[src/rtl/md_scheduler.sv]
// HI/LO sequencer for the multi-cycle mult/div datapath: issues start, counts latency, commits HI/LO.
// Optional MD_DIV0_HOLD_EN: DIV/DIVU with a zero divisor is treated as a no-op.
module md_scheduler #(
  parameter int unsigned MULT_CYCLES = 5,
  parameter int unsigned DIV_CYCLES  = 10
) (
  input  logic        clk,
  input  logic        reset,
  input  logic        issue_E,
  input  logic [2:0]  op_E,
  input  logic [31:0] wdata_E,
  input  logic [31:0] divisor_E,
  input  logic        md_D,
  input  logic [31:0] md_hi_in,
  input  logic [31:0] md_lo_in,
  output logic        md_start,
  output logic [1:0]  md_op,
  output logic [31:0] hi,
  output logic [31:0] lo,
  output logic        busy,
  output logic        stall_D,
  output logic        err
);

  typedef enum logic {IDLE, RUN} state_t;

  localparam logic [3:0] MULT_LOAD = 4'(MULT_CYCLES - 1);
  localparam logic [3:0] DIV_LOAD  = 4'(DIV_CYCLES - 1);

  state_t      state, state_nxt;
  logic [3:0]  count, count_nxt;
  logic [1:0]  op_nxt;
  logic [31:0] hi_nxt, lo_nxt;
  logic        err_nxt;
  logic        arith, mvw, mult_class, div_class, div0_hold;

  assign mult_class = (op_E == 3'd1) || (op_E == 3'd2);
  assign div_class  = (op_E == 3'd3) || (op_E == 3'd4);
  assign arith      = issue_E && (mult_class || div_class);
  assign mvw        = issue_E && ((op_E == 3'd5) || (op_E == 3'd6));

`ifdef MD_DIV0_HOLD_EN
  assign div0_hold = div_class && (divisor_E == '0);
`else
  logic unused_divisor;
  assign unused_divisor = |divisor_E;
  assign div0_hold      = 1'b0;
`endif

  always_ff @(posedge clk or negedge reset) begin
    if (!reset) begin
      state <= IDLE;
      count <= '0;
      md_op <= '0;
      hi    <= '0;
      lo    <= '0;
      err   <= 1'b0;
    end else begin
      state <= state_nxt;
      count <= count_nxt;
      md_op <= op_nxt;
      hi    <= hi_nxt;
      lo    <= lo_nxt;
      err   <= err_nxt;
    end
  end

  always_comb begin
    state_nxt = state;
    count_nxt = count;
    op_nxt    = md_op;
    hi_nxt    = hi;
    lo_nxt    = lo;
    err_nxt   = err;
    md_start  = 1'b0;
    case (state)
      IDLE: begin
        if (arith && !div0_hold) begin
          md_start  = 1'b1;
          op_nxt    = 2'(op_E - 3'd1);
          count_nxt = mult_class ? MULT_LOAD : DIV_LOAD;
          state_nxt = RUN;
        end else if (mvw) begin
          if (op_E == 3'd5) hi_nxt = wdata_E;
          else              lo_nxt = wdata_E;
        end
      end
      RUN: begin
        // Anything touching HI/LO here means the D-stage stall was bypassed.
        if (arith || mvw) err_nxt = 1'b1;
        if (count == '0) begin
          hi_nxt    = md_hi_in;
          lo_nxt    = md_lo_in;
          state_nxt = IDLE;
        end else begin
          count_nxt = count - 4'd1;
        end
      end
      default: state_nxt = IDLE;
    endcase
  end

  assign busy    = (state == RUN);
  assign stall_D = md_D && (busy || md_start);

endmodule

[config.mk]
export PLATFORM = sky130hd
export DESIGN_NAME = md_scheduler
export DESIGN_NICKNAME = d
export VERILOG_FILES = /design/src/rtl/md_scheduler.sv
export SDC_FILE = /design/constraint.sdc
export NUM_CORES = 1
export LEC_CHECK = 0
export BUFFER_PORTS_ARGS = -buffer_cell sky130_fd_sc_hd__buf_2
export CAP_MARGIN = 15
export CORE_UTILIZATION = 40
export CTS_CLUSTER_DIAMETER = 30
export DETAILED_ROUTE_END_ITERATION = 10
export GPL_ROUTABILITY_DRIVEN = 0
export GPL_TIMING_DRIVEN = 0
export PLACE_DENSITY = 0.7
export RECOVER_POWER = 50
export SLEW_MARGIN = 20
export SYNTH_ARGS = -nofsm -noshare
export SYNTH_HDL_FRONTEND = slang
export SYNTH_SLANG_ARGS = --single-unit
[constraint.sdc]
create_clock -name clk -period 1.9 [get_ports clk]
set_input_delay 0.19 -clock clk [delete_from_list [all_inputs] [get_ports clk]]
set_output_delay 0.19 -clock clk [all_outputs]
set_load 0.01 [all_outputs]
==> flow_metrics.env <==
export IMPL_outcome="finished clean"
export IMPL_placed_area_um2=5520
export IMPL_worstRegToRegCells=7
export IMPL_clockRootBuffer="clkbuf_8"
export IMPL_critPathSlowestCell="dfrtp_1"
export IMPL_synth_most_common_cell="nand2_1"
export IMPL_synth_top_area_frac=0.404
export IMPL_post_drt_via_cell_ratio=5.53
export IMPL_clock_sinks=72
export IMPL_synth_fp_nets=630
export IMPL_cp_num_buf_inv=3
export IMPL_crit_path_end_kind="flop"
export IMPL_max_freq_mhz=551
export IMPL_cts_max_level=3
export IMPL_synthesis_instances=489
export IMPL_die_h_um=108
export IMPL_muxShareOfSynthArea=0.155
export IMPL_worstPathRequired_ps=2110
export IMPL_min_period_over_period=0.955
export IMPL_yosys_warnings=0
export IMPL_path_cells="inv_2 > ha_2 > nor3b_4 > buf_6 > buf_8 > mux2i_4 > a22oi_1"
export IMPL_critPathLaunchType="flop"
export IMPL_drt_wl_total_mm=14.0
export IMPL_max_slew_worst_pin_slew_ps=992
export IMPL_rsz0062_at_grt="no"
export IMPL_synth_flop_cell="dfrtp_1"
export IMPL_placed_cells=801
export IMPL_synth_cell_types=38
export IMPL_ant_nets=0
export IMPL_synthAdderAreaFrac=0.0168
export IMPL_synth_largest_area_cell="dfrtp_1"
export IMPL_peakVddDrop_mv=0.612
export IMPL_cts_buffers=9
export IMPL_ios=205
export IMPL_synthArstFlopShare=1.00
export IMPL_rr_startpoint="count[0]"
export IMPL_synth_seq_cells=72
export IMPL_cts_tree="done"
export IMPL_maxCapViolations=0
export IMPL_layoutNonFillerInstCount=818
export IMPL_overflow=0
export IMPL_holdCritStartpoint="wdata_E[28]"
export IMPL_dieArea_um2=11600
export IMPL_grt_max_degree=38
export IMPL_finalSetupViolCount=0
export IMPL_dieWidth_um=108
export IMPL_finish_instance_area_um2=5750
export IMPL_first_pass_iters=5
export IMPL_fin_crit_ps=1810
export IMPL_timing_rr_end="hi[19]"
export IMPL_seq_area_frac_synth=0.404
export IMPL_setup_tns_final_ps=0
export IMPL_cpLargestDelayFamily="buffers and inverters"
export IMPL_hold_path_endpoint="lo[28]"
export IMPL_std_cell_rows=38
export IMPL_skew_ps=3.86
export IMPL_routedWlPerCell_um=17.1
export IMPL_portBuffers=171
export IMPL_nets=816
export IMPL_synth_simple_area_share=0.155
export IMPL_synth_compound_area_share=0.207
export IMPL_drtIter0Drc=329
export IMPL_grt_pass1_vias=4371
export IMPL_preCtsSetupSlack_ps=-175
export IMPL_powerDensity_nw_per_um2=1500
export IMPL_syn2layout_area_growth_pct=28.9
export IMPL_synthTopCellsByCount="nand2_1 (97), dfrtp_1 (72), mux2i_1 (68)"
export IMPL_path_class="reg -> reg"
export IMPL_hpwl_mm=10.4
export IMPL_max_stage_delay_ps=420
export IMPL_synth_top_family_by_area="compound AO/OA/AOI/OAI gates"
export IMPL_hold_depth=2
export IMPL_fin_ws_ps=85.9
export IMPL_slew_headroom=0.338
export IMPL_hold_slack_ps=66.3
export IMPL_initial_utilization=0.412
export IMPL_grt_antenna_before_repair=0
export IMPL_grt_pass1_wl_mm=21.9
export IMPL_grt_usage=0.247
export IMPL_cp_max_fo=10
export IMPL_netlist_area_um2=4460
export IMPL_clock_path_buffers=2
export IMPL_drc=0
export IMPL_synth_area_leaders="dfrtp_1 (40%), mux2i_1 (15%), nand2_1 (8.2%), a21oi_1 (7.2%), a211o_1 (6.3%)"
export IMPL_ff2ff_setup_slack_ps=90
export IMPL_cp_arrival_ps=2020
export IMPL_clk_latency_ps=350
export IMPL_finalHoldViolations=0
export IMPL_synthXorXnorAreaFrac=0.00196
export IMPL_clk_pin_slew_ps=70
export IMPL_final_util=0.531
export IMPL_leakage_nw=2.90
export IMPL_dr_total_vias=4527
export IMPL_synth_edf_count=0
export IMPL_power_total_mw=8.66
export IMPL_hp_class="in -> reg"
export IMPL_syn_area_per_cell_um2=9.13
export IMPL_n_antenna_cell=0
export IMPL_drive_gt1_frac=0.271
export IMPL_slew_violations=0
export IMPL_fp_coreArea_um2=10800
-- per-layer routing --
layer	vias up	track usage	wire, um
met3	19	0.0400	1100
met4	0	0.104	256
met2	221	0.407	6640
met1	2176	0.320	5990
li1	2111	-	-
met5	-	0	0
-- flip-flops by register name (all words and copies together), names as in the netlist --
signal	count
busy	1
count	4
err	1
hi	32
lo	32
md_op	2
-- worst max-delay path by stage --
stage                         from  slack (ps)       to  cells past startpoint
final                     count[0]          90   hi[19]                      7
after global routing       op_E[1]           5  stall_D                      7
after CTS                 count[0]         -40   hi[19]                      7
after detailed placement   op_E[0]        -180   lo[28]                      8
after global placement     op_E[0]         -90   lo[22]                      8
after floorplan           count[0]         200    hi[0]                      7
-- cell type report --
type | count | area (um^2)
Inverter | 8 | 30.0
Clock buffer | 14 | 173
Fill cell | 1054 | 5090
Buffer | 44 | 283
Timing Repair Buffer | 176 | 866
Multi-Input combinational cell | 364 | 2420
Tap cell | 140 | 175
Sequential cell | 72 | 1800
-- logic make-up (layout without fill, tap and decap cells) --
| group | count (synthesis) | in the layout |
|---|---|---|
| adder cells (fa/ha/maj) | 6 | 6 |
| multiplexers | 69 | 69 |
| flip-flops | 72 | 72 |
| buffers and inverters | 53 | 242 |
| AND/OR/NAND/NOR | 148 | 148 |
| AO/OA/AOI/OAI | 140 | 140 |
| XOR/XNOR | 1 | 1 |
-- cell usage in the layout, fill, tap and decap left out, drive strengths merged, types with 2 or more instances in the layout --
cell	Yosys	final
a22oi	32	32
nor2b	2	2
dfrtp	72	72
inv	8	8
nand2b	34	34
buf	22	159
mux2i	68	68
nor4	2	2
clkbuf	23	74
nor2	4	4
nand2	97	97
ha	6	6
o22ai	2	2
a31oi	3	3
a211o	32	32
and3	2	2
a21oi	64	64
-- power breakdown --
part	internal, mW	switching [mW]
logic	2.20	2.51
registers	2.25	0.566
clock network	0.569	0.559
total	5.02	3.63
-- timing repair --
item / CTS / global route
resized for setup: 4 / 19
pin swaps: 0 / 0
hold endpoints to repair: 36 / 0
setup endpoints to repair: 34 / 59
setup buffers: 0 / 3
hold buffers: 1 / 0
Power figures use the tool's default switching activity.
